--- config.mk ---
export PLATFORM = sky130hd
export DESIGN_NAME = imem_port_arbiter_flat
export DESIGN_NICKNAME = d
export VERILOG_FILES = /design/src/rtl/imem_port_arbiter_if.sv /design/src/rtl/imem_port_arbiter.sv /design/src/flat_wrapper.sv
export SDC_FILE = /design/constraint.sdc
export NUM_CORES = 1
export LEC_CHECK = 0
export ABC_AREA = 1
export CORE_AREA = 2 2 91 93
export CTS_CLUSTER_SIZE = 25
export DETAILED_ROUTE_END_ITERATION = 10
export DIE_AREA = 0 0 93 95
export GPL_ROUTABILITY_DRIVEN = 0
export HOLD_SLACK_MARGIN = 0.08
export PLACE_DENSITY = 0.78
export SETUP_SLACK_MARGIN = 0.05
export SLEW_MARGIN = 20
export SYNTH_ARGS = -nofsm -noshare
export SYNTH_HDL_FRONTEND = slang
export SYNTH_SLANG_ARGS = --single-unit
--- constraint.sdc ---
create_clock -name clk -period 3 [get_ports clk]
set_input_delay 0.3 -clock clk [delete_from_list [all_inputs] [get_ports clk]]
set_output_delay 0.3 -clock clk [all_outputs]
set_load 0.01 [all_outputs]
--- src/rtl/imem_port_arbiter_if.sv ---
// Loader, fetch and instruction-memory signal bundle for imem_port_arbiter.
// master: requester/memory side, slave: arbiter side.
interface imem_port_arbiter_if #(
    parameter int unsigned WIDTH1 = 32
);
    logic              load_req;
    logic [WIDTH1-1:0] load_addr;
    logic [WIDTH1-1:0] load_wdata;
    logic              load_gnt;

    logic              fetch_req;
    logic [WIDTH1-1:0] fetch_addr;
    logic              fetch_flush;
    logic              fetch_gnt;
    logic              fetch_rvalid;
    logic [WIDTH1-1:0] fetch_rdata;

    logic [WIDTH1-1:0] mem_addr;
    logic              mem_wr;
    logic [WIDTH1-1:0] mem_wdata;
    logic [WIDTH1-1:0] mem_rdata;

    logic              oob_err;

    modport master (
        output load_req, load_addr, load_wdata,
        output fetch_req, fetch_addr, fetch_flush,
        output mem_rdata,
        input  load_gnt, fetch_gnt, fetch_rvalid, fetch_rdata,
        input  mem_addr, mem_wr, mem_wdata, oob_err
    );

    modport slave (
        input  load_req, load_addr, load_wdata,
        input  fetch_req, fetch_addr, fetch_flush,
        input  mem_rdata,
        output load_gnt, fetch_gnt, fetch_rvalid, fetch_rdata,
        output mem_addr, mem_wr, mem_wdata, oob_err
    );
endinterface

--- src/rtl/imem_port_arbiter.sv ---
// Shares a single-port, 1-cycle-latency instruction memory between the program
// loader (writes) and the fetch unit (reads), with bounded loader bursts.
module imem_port_arbiter #(
    parameter int unsigned WIDTH1       = 32,
    parameter int unsigned MEM_SIZE     = 1024,
    parameter int unsigned MAX_WR_BURST = 4
) (
    input logic                clk,
    input logic                reset,
    imem_port_arbiter_if.slave bus
);
    localparam int unsigned       STREAK_W   = $clog2(MAX_WR_BURST + 1);
    localparam logic [WIDTH1-1:0] ADDR_LIMIT = WIDTH1'(MEM_SIZE);
    localparam logic [STREAK_W-1:0] STREAK_MAX = STREAK_W'(MAX_WR_BURST);

    logic [STREAK_W-1:0] wr_streak_q;
    logic                rd_pend_q;
    logic                oob_q;
    logic                oob_err_q;

    logic fetch_ok_c;
    logic fetch_turn_c;
    logic load_gnt_c;
    logic fetch_gnt_c;
    logic load_oob_c;
    logic fetch_oob_c;
    logic rvalid_c;

    // Arbitration: loader first, fetch forced through after a full write burst.
    always_comb begin
        fetch_ok_c   = bus.fetch_req & ~bus.fetch_flush;
        fetch_turn_c = fetch_ok_c & (wr_streak_q == STREAK_MAX);
        load_gnt_c   = ~reset & bus.load_req & ~fetch_turn_c;
        fetch_gnt_c  = ~reset & fetch_ok_c & ~load_gnt_c;
        load_oob_c   = (bus.load_addr >= ADDR_LIMIT);
        fetch_oob_c  = (bus.fetch_addr >= ADDR_LIMIT);
        rvalid_c     = ~reset & rd_pend_q & ~bus.fetch_flush;
    end

    // Memory drive and response outputs; out-of-range writes are dropped here.
    always_comb begin
        bus.load_gnt     = load_gnt_c;
        bus.fetch_gnt    = fetch_gnt_c;
        bus.mem_wr       = load_gnt_c & ~load_oob_c;
        bus.mem_addr     = load_gnt_c ? bus.load_addr : bus.fetch_addr;
        bus.mem_wdata    = load_gnt_c ? bus.load_wdata : '0;
        bus.fetch_rvalid = rvalid_c;
        bus.fetch_rdata  = (rvalid_c && !oob_q) ? bus.mem_rdata : '0;
        bus.oob_err      = oob_err_q;
    end

    // Consecutive load grants; saturates so a late fetch request still wins next.
    always_ff @(posedge clk or posedge reset) begin
        if (reset) begin
            wr_streak_q <= '0;
        end else if (fetch_gnt_c || !bus.load_req) begin
            wr_streak_q <= '0;
        end else if (load_gnt_c && (wr_streak_q != STREAK_MAX)) begin
            wr_streak_q <= wr_streak_q + STREAK_W'(1);
        end
    end

    // Read pipeline: one pending slot that refills on back-to-back grants.
    always_ff @(posedge clk or posedge reset) begin
        if (reset) begin
            rd_pend_q <= 1'b0;
            oob_q     <= 1'b0;
        end else begin
            rd_pend_q <= fetch_gnt_c;
            if (fetch_gnt_c) begin
                oob_q <= fetch_oob_c;
            end
        end
    end

    always_ff @(posedge clk or posedge reset) begin
        if (reset) begin
            oob_err_q <= 1'b0;
        end else if ((load_gnt_c && load_oob_c) || (fetch_gnt_c && fetch_oob_c)) begin
            oob_err_q <= 1'b1;
        end
    end
endmodule

--- src/flat_wrapper.sv ---
// flat-port wrapper written by rule: the top's interface ports become plain ports
module imem_port_arbiter_flat 
#(
    parameter int unsigned WIDTH1       = 32,
    parameter int unsigned MEM_SIZE     = 1024,
    parameter int unsigned MAX_WR_BURST = 4
)
  (clk, reset, bus_load_req, bus_load_addr, bus_load_wdata, bus_fetch_req, bus_fetch_addr, bus_fetch_flush, bus_mem_rdata, bus_load_gnt, bus_fetch_gnt, bus_fetch_rvalid, bus_fetch_rdata, bus_mem_addr, bus_mem_wr, bus_mem_wdata, bus_oob_err);
  imem_port_arbiter_if #(.WIDTH1(WIDTH1)) bus_i ();
  input logic clk;
  input logic reset;
  input wire logic [$bits(bus_i.load_req)-1:0] bus_load_req;
  input wire logic [$bits(bus_i.load_addr)-1:0] bus_load_addr;
  input wire logic [$bits(bus_i.load_wdata)-1:0] bus_load_wdata;
  input wire logic [$bits(bus_i.fetch_req)-1:0] bus_fetch_req;
  input wire logic [$bits(bus_i.fetch_addr)-1:0] bus_fetch_addr;
  input wire logic [$bits(bus_i.fetch_flush)-1:0] bus_fetch_flush;
  input wire logic [$bits(bus_i.mem_rdata)-1:0] bus_mem_rdata;
  output wire logic [$bits(bus_i.load_gnt)-1:0] bus_load_gnt;
  output wire logic [$bits(bus_i.fetch_gnt)-1:0] bus_fetch_gnt;
  output wire logic [$bits(bus_i.fetch_rvalid)-1:0] bus_fetch_rvalid;
  output wire logic [$bits(bus_i.fetch_rdata)-1:0] bus_fetch_rdata;
  output wire logic [$bits(bus_i.mem_addr)-1:0] bus_mem_addr;
  output wire logic [$bits(bus_i.mem_wr)-1:0] bus_mem_wr;
  output wire logic [$bits(bus_i.mem_wdata)-1:0] bus_mem_wdata;
  output wire logic [$bits(bus_i.oob_err)-1:0] bus_oob_err;
  assign bus_i.load_req = bus_load_req;
  assign bus_i.load_addr = bus_load_addr;
  assign bus_i.load_wdata = bus_load_wdata;
  assign bus_i.fetch_req = bus_fetch_req;
  assign bus_i.fetch_addr = bus_fetch_addr;
  assign bus_i.fetch_flush = bus_fetch_flush;
  assign bus_i.mem_rdata = bus_mem_rdata;
  assign bus_load_gnt = bus_i.load_gnt;
  assign bus_fetch_gnt = bus_i.fetch_gnt;
  assign bus_fetch_rvalid = bus_i.fetch_rvalid;
  assign bus_fetch_rdata = bus_i.fetch_rdata;
  assign bus_mem_addr = bus_i.mem_addr;
  assign bus_mem_wr = bus_i.mem_wr;
  assign bus_mem_wdata = bus_i.mem_wdata;
  assign bus_oob_err = bus_i.oob_err;
  imem_port_arbiter #(.WIDTH1(WIDTH1), .MEM_SIZE(MEM_SIZE), .MAX_WR_BURST(MAX_WR_BURST)) u_core (.clk(clk), .reset(reset), .bus(bus_i));
endmodule
==> flow_summary.json <==
{
  "grt_max_degree": 68,
  "critPathMostFrequentCell": "nand2_1",
  "crit_required_ns": 2.70,
  "synthDistinctLibCells": 16,
  "clkTransAtPathRegs_ns": 0.03,
  "seq_area_frac_synth": 0.105,
  "fin_tns_setup_ns": 0,
  "p_leak_uw": 0.00191,
  "ctsRootBufferMaster": "clkbuf_8",
  "skew_ns": 0.000872,
  "yosysTopAreaCell": "nand2_1",
  "synth_area_leaders": "nand2_1 (29%), nor2_1 (25%), inv_1 (19%)",
  "core_area_mm2": 0.00793,
  "drv_cap": 0,
  "die_h_um": 95,
  "cts.path.max_buffers": 2,
  "grt.overflow.total": 0,
  "period_minus_slack_ns": 2.64,
  "synth_fa_ha_area_frac": 0.0174,
  "status": "complete, no violations",
  "grt_pass1_vias": 2386,
  "crit_type": "register to primary output",
  "synth-xor-area-share": 0.00610,
  "setup_viol": 0,
  "antenna_left": 0,
  "drt_iter0_markers": 78,
  "ys_ff_latch": 6,
  "postCtsHoldBufs": 0,
  "min_period_over_period": 0.879,
  "avgSynthCellArea_um2": 4.51,
  "worst_setup_path_end_kind": "primary output",
  "clock_latency_ns": 0.22,
  "syn-num-nets": 453,
  "post_cts_resized": 0,
  "drive_above_1_share": 0.0203,
  "yosys.area_share.simple": 0.579,
  "hpwlAfterDp_um": 6860,
  "design.portCount": 234,
  "dieArea_mm2": 0.00884,
  "cts_tree": "done",
  "rsz0062_at_grt": "false",
  "grtUsageTotal": 0.163,
  "hold_path.class": "input port to async pin",
  "crit_chain": "inv_1, ha_1, nand2_1, inv_1, nand3_2, nand3_2, inv_2, nand2_1, nand2_1, clkdlybuf4s50_1",
  "post-cts-setup-buffers": 0,
  "synth_top_family_by_area": "simple AND/OR/NAND/NOR gates",
  "start_util": 0.181,
  "fp-row-count": 33,
  "post-place-ws_ns": 0.436,
  "tightestPinTransition_ns": 0.535,
  "synthMuxAreaShare": 0,
  "cpPeakStageDelay_ns": 0.53,
  "syn-instance-count": 318,
  "layout_setup_ws_ns": 0.363,
  "num_vias": 2604,
  "crit_path_top_delay_cell": "clkdlybuf4s50_1",
  "vdd_drop_max_uv": 98.4,
  "viasPerCell": 4.02,
  "first_pass_iters": 4,
  "slew_viol_final": 0,
  "multi_input_area_um2": 895,
  "port_buffers": 233,
  "syn-cell-area_mm2": 0.00144,
  "cts_max_level": 1,
  "cp-start-kind": "register",
  "areaGrowthSynthToFinish_pct": 169,
  "die_x_um": 93,
  "antenna_found_initial": 0,
  "synth_top_area_share": 0.290,
  "dp_cells": 645,
  "powerDensity_mw_per_mm2": 167,
  "grt_pass1_wl_um": 11400,
  "worstPathArrival_ns": 2.34,
  "relSlewSlack": 0.643,
  "cts_made_buffers": 3,
  "nNetsFinal": 680,
  "yosys_warnings": 0,
  "fin_cells": 648,
  "final-hold-violation-count": 0,
  "drc_errors": 0,
  "n_fill_cell": 795,
  "drt-total-wl_um": 7880,
  "fmax_mhz": 379,
  "cts_sinks": 6,
  "wl_per_cell_um": 12.2,
  "cp_max_fo": 32,
  "synth_compound_area_frac": 0.0209,
  "fin_area_mm2": 0.00386,
  "placed_cell_area_mm2": 0.00382,
  "seq_area_um2": 150,
  "n_antenna_cell": 0
}
## synthesized netlist by cell type
cell,number
a21oi_1,2
buf_2,6
buf_6,7
dfrtp_1,6
ha_1,2
inv_1,73
inv_2,2
nand2_1,111
nand3_1,4
nand3_2,2
nor2_1,95
nor2_2,1
nor3_1,1
o21ai_0,4
or2_2,1
xor2_1,1
## critical path: cells and delay by family, from the launching register on
family                   cells  cell delay (ns)
flip-flops                   1             0.38
adder cells (fa/ha/maj)      1             0.19
AND/OR/NAND/NOR              5             0.46
buffers and inverters        4             1.09
## cells in the final DEF (no fill, tap or decap), drive strengths merged
master / synthesis / layout
clkdlybuf4s50: 0 / 233
nand2: 111 / 111
nor2: 96 / 96
inv: 75 / 75
dfrtp: 6 / 6
nand3: 6 / 6
o21ai: 4 / 4
clkbuf: 0 / 3
a21oi: 2 / 2
ha: 2 / 2
buf: 13 / 2
or2: 1 / 1
nor3: 1 / 1
xor2: 1 / 1
## metal layers
| layer | vias up | wire length [um] | global-route usage |
|---|---|---|---|
| li1 | 1337 | - | - |
| met2 | 144 | 3990 | 0.317 |
| met5 | - | 0 | 0 |
| met3 | 8 | 805 | 0.0423 |
| met4 | 0 | 90 | 0.0355 |
| met1 | 1115 | 3000 | 0.175 |
## cells by family (layout without fill, tap and decap cells)
| group | Yosys count | after routing |
|---|---|---|
| XOR/XNOR | 1 | 1 |
| AO/OA/AOI/OAI | 6 | 6 |
| flip-flops | 6 | 6 |
| buffers and inverters | 88 | 313 |
| adder cells (fa/ha/maj) | 2 | 2 |
| AND/OR/NAND/NOR | 215 | 215 |
## stage by stage
| stage | hold slack, ns | total power [uW] | utilization |
|---|---|---|---|
| 4_1_cts | 0.337 | 649 | 0.487 |
| 3_3_place_gp | 0.478 | 521 | 0.482 |
| 6_report | 0.342 | 643 | 0.487 |
| 3_5_place_dp | 0.476 | 529 | 0.482 |
| 2_1_floorplan | 0.0754 | 225 | - |
| 5_1_grt | 0.359 | 684 | 0.487 |
## worst paths after layout
kind                                                endpoint  depth (start not counted)                               from  slack (ns)
setup / recovery                            bus_mem_addr[12]                         10  u_core.wr_streak_q[0]$_DFFE_PP0P_        0.36
hold / removal                    u_core.rd_pend_q$_DFF_PP0_                          2                              reset        0.34
setup reg to reg              u_core.bus.oob_err$_DFFE_PP0P_                          9  u_core.wr_streak_q[0]$_DFFE_PP0P_        1.32
hold reg to reg               u_core.bus.oob_err$_DFFE_PP0P_                          2     u_core.bus.oob_err$_DFFE_PP0P_        0.48
max in group asynchronous  u_core.wr_streak_q[2]$_DFFE_PP0P_                          2                              reset        2.50
min in group clk              u_core.bus.oob_err$_DFFE_PP0P_                          2     u_core.bus.oob_err$_DFFE_PP0P_        0.48
## flip-flops by register name, summed over array words and instances (netlist names)
signal	count
u_core.bus.oob_err	1
u_core.oob_q	1
u_core.rd_pend_q	1
u_core.wr_streak_q	3
## report_power, final
group	leakage, uW	total [uW]	internal, uW	switching, uW
registers	0.0000741	89.7	86.7	2.95
logic	0.00181	437	277	160
clock network	0.0000216	116	85.8	30.6
## layout make-up
type                            instances  area share
Clock buffer                            3      0.0107
Inverter                               75      0.0730
Multi-Input combinational cell        224       0.232
Sequential cell                         6      0.0389
Tap cell                              105      0.0340
Timing Repair Buffer                  235       0.612
(Power assumes the default switching activity.)
